## src/rtl/int_sequencer_pkg.sv

```systemverilog
// Shared definitions for the interrupt sequencer: int_type codes, vector addresses,
// sequence-cycle limits and FSM state type.
package int_sequencer_pkg;

  typedef enum logic [1:0] {
    IntBrk = 2'b00,
    IntIrq = 2'b01,
    IntNmi = 2'b10,
    IntRst = 2'b11
  } int_type_e;

  typedef enum logic {
    StIdle,
    StSeq
  } seq_state_e;

  localparam logic [15:0] VecNmi    = 16'hFFFA;
  localparam logic [15:0] VecRst    = 16'hFFFC;
  localparam logic [15:0] VecIrqBrk = 16'hFFFE;

  localparam logic [2:0] SeqCycFirst = 3'd1;
  localparam logic [2:0] SeqCycLast  = 3'd7;
  localparam logic [2:0] WrInhFirst  = 3'd3;
  localparam logic [2:0] WrInhLast   = 3'd5;
  localparam logic [2:0] SetICyc     = 3'd6;
  localparam logic [2:0] HijackLast  = 3'd5;

  function automatic logic [15:0] vec_for(int_type_e t);
    logic [15:0] v;
    case (t)
      IntNmi:  v = VecNmi;
      IntRst:  v = VecRst;
      default: v = VecIrqBrk;
    endcase
    return v;
  endfunction

endpackage

```

## src/rtl/int_sequencer_nmi_edge_det.sv

```systemverilog
// NMI rising-edge detector with sticky pending flag; req_o includes an edge seen this
// cycle so a request and its consumption can happen in the same cycle.
module int_sequencer_nmi_edge_det (
  input  logic clk_i,
  input  logic rst_i,
  input  logic en_i,
  input  logic nmi_i,
  input  logic clr_i,
  output logic req_o
);

  logic nmi_prev_q;
  logic pend_q, pend_d;
  logic edge_now;

  assign edge_now = en_i & nmi_i & ~nmi_prev_q;
  assign req_o    = pend_q | edge_now;

  always_comb begin
    pend_d = pend_q;
    if (en_i) begin
      pend_d = req_o & ~clr_i;
    end
  end

  // Sampling nmi during reset stops a level held across reset from looking like an edge.
  always_ff @(posedge clk_i) begin
    if (rst_i) begin
      nmi_prev_q <= nmi_i;
      pend_q     <= 1'b0;
    end else if (en_i) begin
      nmi_prev_q <= nmi_i;
      pend_q     <= pend_d;
    end
  end

endmodule

```

## src/rtl/int_sequencer.sv

```systemverilog
// Interrupt sequencer: selects RST/NMI/IRQ/BRK at instruction boundaries and steps a
// 7-cycle push/vector sequence. Define INT_NMI_HIJACK_EN to let NMI hijack IRQ/BRK.
module int_sequencer
  import int_sequencer_pkg::*;
(
  input  logic        phi1,
  input  logic        rst,
  input  logic        rdy,
  input  logic        nmi,
  input  logic        irq,
  input  logic        t1_now,
  input  logic [7:0]  opcode,
  input  logic        i_flag,
  output logic        force_brk,
  output logic [1:0]  int_type,
  output logic [15:0] vec_addr,
  output logic        b_flag,
  output logic        wr_inhibit,
  output logic        set_i,
  output logic        busy,
  output logic [2:0]  seq_cyc
);

  seq_state_e state_q, state_d;
  logic [2:0] seq_cyc_q, seq_cyc_d;
  int_type_e  int_type_q, int_type_d;
  logic       b_flag_q, b_flag_d;
  logic       rst_pend_q, rst_pend_d;

  logic nmi_req, nmi_clr;
  logic irq_req, brk_req, boundary, hw_sel, any_sel;

  int_sequencer_nmi_edge_det nmi_edge_det (
    .clk_i (phi1),
    .rst_i (rst),
    .en_i  (rdy),
    .nmi_i (nmi),
    .clr_i (nmi_clr),
    .req_o (nmi_req)
  );

  assign irq_req  = irq & ~i_flag;
  assign brk_req  = (opcode == 8'h00);
  assign boundary = (state_q == StIdle) & t1_now & rdy;
  assign hw_sel   = boundary & (rst_pend_q | nmi_req | irq_req);
  assign any_sel  = hw_sel | (boundary & brk_req);

`ifdef INT_NMI_HIJACK_EN
  logic hijack;
  assign hijack = (state_q == StSeq) && (seq_cyc_q <= HijackLast) && nmi_req &&
                  ((int_type_q == IntIrq) || (int_type_q == IntBrk));
`endif

  always_ff @(posedge phi1) begin
    if (rst) begin
      state_q <= StIdle;
    end else begin
      state_q <= state_d;
    end
  end

  always_comb begin
    state_d = state_q;
    case (state_q)
      StIdle:  if (any_sel) state_d = StSeq;
      StSeq:   if (rdy && (seq_cyc_q == SeqCycLast)) state_d = StIdle;
      default: state_d = StIdle;
    endcase
  end

  always_comb begin
    seq_cyc_d  = seq_cyc_q;
    int_type_d = int_type_q;
    b_flag_d   = b_flag_q;
    rst_pend_d = rst_pend_q;
    nmi_clr    = 1'b0;
    if (any_sel) begin
      seq_cyc_d = SeqCycFirst;
      if (rst_pend_q) begin
        int_type_d = IntRst;
        rst_pend_d = 1'b0;
      end else if (nmi_req) begin
        int_type_d = IntNmi;
        nmi_clr    = 1'b1;
      end else if (irq_req) begin
        int_type_d = IntIrq;
      end else begin
        int_type_d = IntBrk;
      end
      b_flag_d = (int_type_d == IntBrk);
    end else if ((state_q == StSeq) && rdy) begin
      seq_cyc_d = (seq_cyc_q == SeqCycLast) ? 3'd0 : seq_cyc_q + 3'd1;
`ifdef INT_NMI_HIJACK_EN
      // b_flag stays as captured so a hijacked BRK still pushes B=1.
      if (hijack) begin
        int_type_d = IntNmi;
        nmi_clr    = 1'b1;
      end
`endif
    end
  end

  always_ff @(posedge phi1) begin
    if (rst) begin
      seq_cyc_q  <= 3'd0;
      int_type_q <= IntRst;
      b_flag_q   <= 1'b0;
      rst_pend_q <= 1'b1;
    end else begin
      seq_cyc_q  <= seq_cyc_d;
      int_type_q <= int_type_d;
      b_flag_q   <= b_flag_d;
      rst_pend_q <= rst_pend_d;
    end
  end

  always_comb begin
    force_brk  = hw_sel & ~rst;
    int_type   = int_type_q;
    vec_addr   = vec_for(int_type_q);
    b_flag     = b_flag_q;
    wr_inhibit = (int_type_q == IntRst) && (seq_cyc_q >= WrInhFirst) &&
                 (seq_cyc_q <= WrInhLast);
    set_i      = (seq_cyc_q == SetICyc);
    busy       = (seq_cyc_q != 3'd0);
    seq_cyc    = seq_cyc_q;
  end

endmodule

```

## config.mk

```make
export PLATFORM = sky130hd
export DESIGN_NAME = int_sequencer
export DESIGN_NICKNAME = d
export VERILOG_FILES = /design/src/rtl/int_sequencer_pkg.sv /design/src/rtl/int_sequencer_nmi_edge_det.sv /design/src/rtl/int_sequencer.sv
export SDC_FILE = /design/constraint.sdc
export NUM_CORES = 1
export LEC_CHECK = 0
export ABC_AREA = 1
export BUFFER_PORTS_ARGS = -buffer_cell sky130_fd_sc_hd__buf_2
export CELL_PAD_IN_SITES_DETAIL_PLACEMENT = 1
export CELL_PAD_IN_SITES_GLOBAL_PLACEMENT = 1
export CORE_MARGIN = 2
export CORE_UTILIZATION = 29
export DETAILED_ROUTE_END_ITERATION = 8
export GPL_ROUTABILITY_DRIVEN = 0
export GPL_TIMING_DRIVEN = 0
export PLACE_DENSITY = 0.78
export SLEW_MARGIN = 15
export SYNTH_ARGS = -nofsm -noshare
export SYNTH_HDL_FRONTEND = slang
export SYNTH_SLANG_ARGS = --single-unit
```

## constraint.sdc

```tcl
create_clock -name phi1 -period 1.3 [get_ports phi1]
set_input_delay 0.195 -clock phi1 [delete_from_list [all_inputs] [get_ports phi1]]
set_output_delay 0.195 -clock phi1 [all_outputs]
set_load 0.02 [all_outputs]
```

==> flow_summary.ini, run 1 <==
[power_and_ir_drop]
power.leakage_nw = 0.614
irDropWorstVdd_uv = 429
total_power_uw = 929
powerDensity_nw_per_um2 = 791

[logic_synthesis]
syn-mean-instance-area_um2 = 7.23
ys_top_cells_by_count = nand2_1 (19), inv_1 (15), buf_4 (14), dfxtp_1 (9), nor2_1 (8)
synth_most_common_cell = nand2_1
synth_area_um2 = 744
synth_ff_type = dfxtp_1
yosysWarnings = 0
synthCells = 103
synth.top_cell.area_share_pct = 24.2
synthDistinctLibCells = 21
synth_seq_area_share_pct = 28.2
ys_async_sr_fraction_pct = 0
synthTopCellsByArea = dfxtp_1 (24%), buf_4 (14%), ha_1 (10%)
ys_ff_latch = 10
synth_edf_count = 1
yosysTopAreaCell = dfxtp_1

[clocking]
numCtsBuffers = 3
hold_buffers = 0
clock_latency_ns = 0.26
cts_max_level = 1
cts.sinks = 10
cts-root-buf = clkbuf_4
clk_path_buf_depth = 2
cts_tree = yes
clkTransAtPathRegs_ns = 0.08

[detailed_routing]
wl_um = 2080
viasPerCell = 4.28
wl_per_cell_um = 11.4
drt_iter0_drc = 2
drtPass1Iterations = 4
final_antenna_net_count = 0
drc = 0
vias = 779

[timing]
finClkSkew_ns = 0.00497
fin_crit_sh_pct = 120
slew_violations = 0
setup_viol = 4
fin_ws_ns = -0.260
finalSetupTns_ns = -0.563
hold_viol_final = 0
whs_ns = 0.164
grt_setup_unrepaired = true
max_freq_ghz = 0.641
fin_crit_ns = 1.56

[layout]
fill_cells = 316
area_growth_pct = 57.8
final_layout_size_suffix_gt1_share_pct = 52.6
final-seq-area_um2 = 220
layout.cells.non_filler = 182
final_nets = 174
finalInstanceArea_um2 = 1170
num_antenna_cells = 0
final_util_pct = 47.9
multi_input_area_um2 = 509

[floorplan]
ios = 41
die_height_um = 54.7
core_um2 = 2450
rows = 18
initial_utilization_pct = 30.3
dieArea_um2 = 2990
die_w_um = 54.7

[placement]
dp_hpwl_um = 1600
placed_area_um2 = 1010
port_buffers = 26
dpl.cell_count = 171
place_ws_ns = -0.0670

[outcome]
outcome = complete, but fails checks
violations = setup timing

[critical_path]
rr_worst_depth = 7
cp.required_ns = 1.11
critPathCaptureType = output port
arrival_ns = 1.36
path_max_fanout = 4
crit_path_start_kind = flip-flop
worst-setup-path-type = reg -> out

[min_path]
holdPathStages = 1
holdCritPathClass = in -> reg

[global_routing]
grt_start_max_net_pins = 8
grt-ovfl-total = 0
antenna_found_initial = 0
grt_pass1_wl_um = 3310
gr-usage-all-layers_pct = 15.6
grt_pass1_vias = 795

[flow_run]
drv_cap = 0
[report_power, final]
part           leakage (nW)  internal [mW]  switching [mW]
clock network        0.0210          0.170           0.119
registers            0.0854          0.328          0.0157
logic                 0.508          0.122           0.174
[cells in the final DEF, fill, tap and decap left out, types with 3 or more instances in the layout]
master,instances
buf_2,22
buf_4,21
nand2_1,18
conb_1,14
inv_1,11
nor2_1,5
nand3_1,5
dfxtp_1,5
nand2_2,4
buf_6,4
inv_2,3
o21ai_1,3
a21oi_1,3
ha_1,3
clkbuf_4,3
[cell families (layout without fill, tap and decap cells)]
kind of cell,after synthesis,after routing,share of synthesized area [%]
flip-flops,10,10,28.2
AO/OA/AOI/OAI,8,8,5.88
buffers and inverters,29,66,21.7
other,2,14,1.01
AND/OR/NAND/NOR,48,48,33.1
adder cells (fa/ha/maj),6,6,10.1
[layout make-up]
type / count / area share [%]
buffer: 14 / 8.95
inverter: 15 / 5.01
timing repair buffer: 33 / 17.7
clock buffer: 4 / 3.09
tap: 30 / 3.19
sequential: 10 / 18.7
multi-input combinational: 76 / 43.3
[routing by layer]
| metal | track usage [%] | vias up | wire (um) |
|---|---|---|---|
| met5 | 0 | - | 0 |
| met4 | 6.67 | 0 | 43 |
| met3 | 2.46 | 6 | 94 |
| met2 | 31.9 | 25 | 1190 |
| met1 | 14.9 | 356 | 759 |
| li1 | - | 392 | - |
[flip-flops by register name, summed over array words and instances (netlist names)]
signal / count
int_type: 2
nmi_edge_det.pend_q: 1
seq_cyc: 3
nmi_edge_det.nmi_prev_q: 1
rst_pend_q: 1
state_q: 1
b_flag: 1
[path summary, 6_finish.rpt]
kind / startpoint / to / slack (ns)
setup / recovery: seq_cyc[0]$_SDFFE_PP0P_ / wr_inhibit / -0.26
hold / removal: nmi / nmi_edge_det.nmi_prev_q$_DFFE_PP_ / 0.16
setup reg to reg: seq_cyc[0]$_SDFFE_PP0P_ / seq_cyc[1]$_SDFFE_PP0P_ / 0.06
hold reg to reg: int_type[1]$_SDFFE_PP1P_ / int_type[1]$_SDFFE_PP1P_ / 0.47
[what timing repair did]
action                                 4_1_cts  5_1_grt
endpoints found under the hold margin        0        0
gates cloned                                 0        0
resized for setup                           18        6
pin swaps                                    4        0
setup endpoints to repair                    4        7
buffers inserted                             6        1
[worst max-delay path, stage by stage (launching register included)]
cell	delay [ns]
dfxtp_4	0.38
ha_4	0.15
ha_4	0.12
nor2_2	0.04
a221oi_4	0.27
buf_6	0.15
Power figures use the tool's default switching activity.
==> run 2, diff against run 1 <==
BUFFER_PORTS_ARGS = not set   (was -buffer_cell sky130_fd_sc_hd__buf_2)
CORE_UTILIZATION = 40   (was 29)
DONT_BUFFER_PORTS = 1   (was not set)
PLACE_DENSITY = not set   (was 0.78)
PLACE_DENSITY_LB_ADDON = 0.1   (was not set)
==> flow_summary.ini, run 2 (same netlist as run 1, synthesis figures left out) <==
[detailed_routing]
drtPass1Iterations = 2
wl_per_cell_um = 11.5
final_antenna_net_count = 0
drt_iter0_drc = 1
viasPerCell = 4.54
vias = 672
drc = 0
wl_um = 1700

[floorplan]
ios = 41
die_height_um = 47.1
dieArea_um2 = 2220
initial_utilization_pct = 42.7
core_um2 = 1750
rows = 15
die_w_um = 47.1

[critical_path]
arrival_ns = 1.41
crit_path_start_kind = flip-flop
path_max_fanout = 7
worst-setup-path-type = reg -> out
critPathCaptureType = output port
cp.required_ns = 1.11

[global_routing]
grt-ovfl-total = 0
gr-usage-all-layers_pct = 18.3
antenna_found_initial = 0
use_met1_pct = 16.6
top_usage_layer = met2
met2_usage_pct = 33.7
grt_util_met3_pct = 4.62
grt_pass1_wl_um = 2670
grt_start_max_net_pins = 8
grt_pass1_vias = 662

[power_and_ir_drop]
irDropWorstVdd_uv = 488
power.leakage_nw = 0.477
powerDensity_nw_per_um2 = 868

[layout]
fill_cells = 233
finalInstanceArea_um2 = 991
final_common_cell = nand2_1
largest_register_ffs = 3
num_antenna_cells = 0
area_growth_pct = 33.1
final_nets = 145
final_cell_mix = nand2_1 (18), buf_4 (16), conb_1 (14)
final_layout_size_suffix_gt1_share_pct = 36.6

[clocking]
clkTransAtPathRegs_ns = 0.08
cts-root-buf = clkbuf_4
cts_max_level = 1
cts_tree = yes
cts.sinks = 10
clock_latency_ns = 0.28
clk_path_buf_depth = 2
numCtsBuffers = 3

[timing]
fin_crit_ns = 1.61
finClkSkew_ns = 0.00715
max_freq_ghz = 0.622
fin_crit_sh_pct = 124
fin_ws_ns = -0.308
finalSetupTns_ns = -0.378
slew_violations = 0
grt_setup_unrepaired = true
setup_viol = 4
hold_viol_final = 0

[placement]
place_ws_ns = -0.0506
dp_hpwl_um = 1280
port_buffers = 0
placed_area_um2 = 873

[outcome]
outcome = complete, but fails checks
violations = setup timing

[min_path]
holdCritPathClass = in -> reg

[flow_run]
drv_cap = 0
## run 2: timing repair
action | in CTS | in global routing
hold endpoints to repair | 3 | 0
cloned | 0 | 0
pin swaps | 6 | 3
setup endpoints to repair | 6 | 7
gates resized for setup | 8 | 6
hold buffers | 2 | 0
buffers inserted | 2 | 0
## run 2: layer usage
layer	routed length (um)	vias up
met4	54	0
met5	0	-
met1	700	297
li1	-	336
met3	116	5
met2	831	34
## run 2: worst paths after layout
path	from	to	slack, ns	depth (start not counted)
max reg2reg	seq_cyc[0]$_SDFFE_PP0P_	seq_cyc[0]$_SDFFE_PP0P_	0.08	7
max	seq_cyc[0]$_SDFFE_PP0P_	wr_inhibit	-0.31	4
min	rst	int_type[1]$_SDFFE_PP1P_	0.03	2
min reg2reg	int_type[1]$_SDFFE_PP1P_	int_type[1]$_SDFFE_PP1P_	0.55	2
## run 2: area by class of cell
cell class / count / area (um^2) / area share [%]
Tap cell: 25 / 31.3 / 3.16
Inverter: 15 / 56.3 / 5.68
Sequential cell: 10 / 225 / 22.7
Buffer: 14 / 105 / 10.6
Clock buffer: 4 / 36.3 / 3.66
Timing Repair Buffer: 4 / 35.0 / 3.54
Multi-Input combinational cell: 76 / 502 / 50.6
## run 2: per-stage QoR
step	hold WS, ns	power (mW)	util (%)	std cells
CTS	0.0146	0.865	55.8	148
floorplan	0.263	0.525	-	115
finish	0.0313	0.861	56.8	148
global placement	0.264	0.542	50.0	140
global route	0.0463	0.910	56.8	148
detailed placement	0.270	0.549	50.0	140
## run 2: power by group
part	leakage [nW]	total [mW]	internal, mW	switching, mW
Sequential	0.0861	0.355	0.326	0.0296
Combinational	0.370	0.209	0.0775	0.131
Clock	0.0210	0.297	0.171	0.126
## run 2: critical path, cell delays in order, from the launching register on
cell	delay [ns]
dfxtp_4	0.43
ha_4	0.17
ha_4	0.13
nor2_4	0.03
a221oi_4	0.38
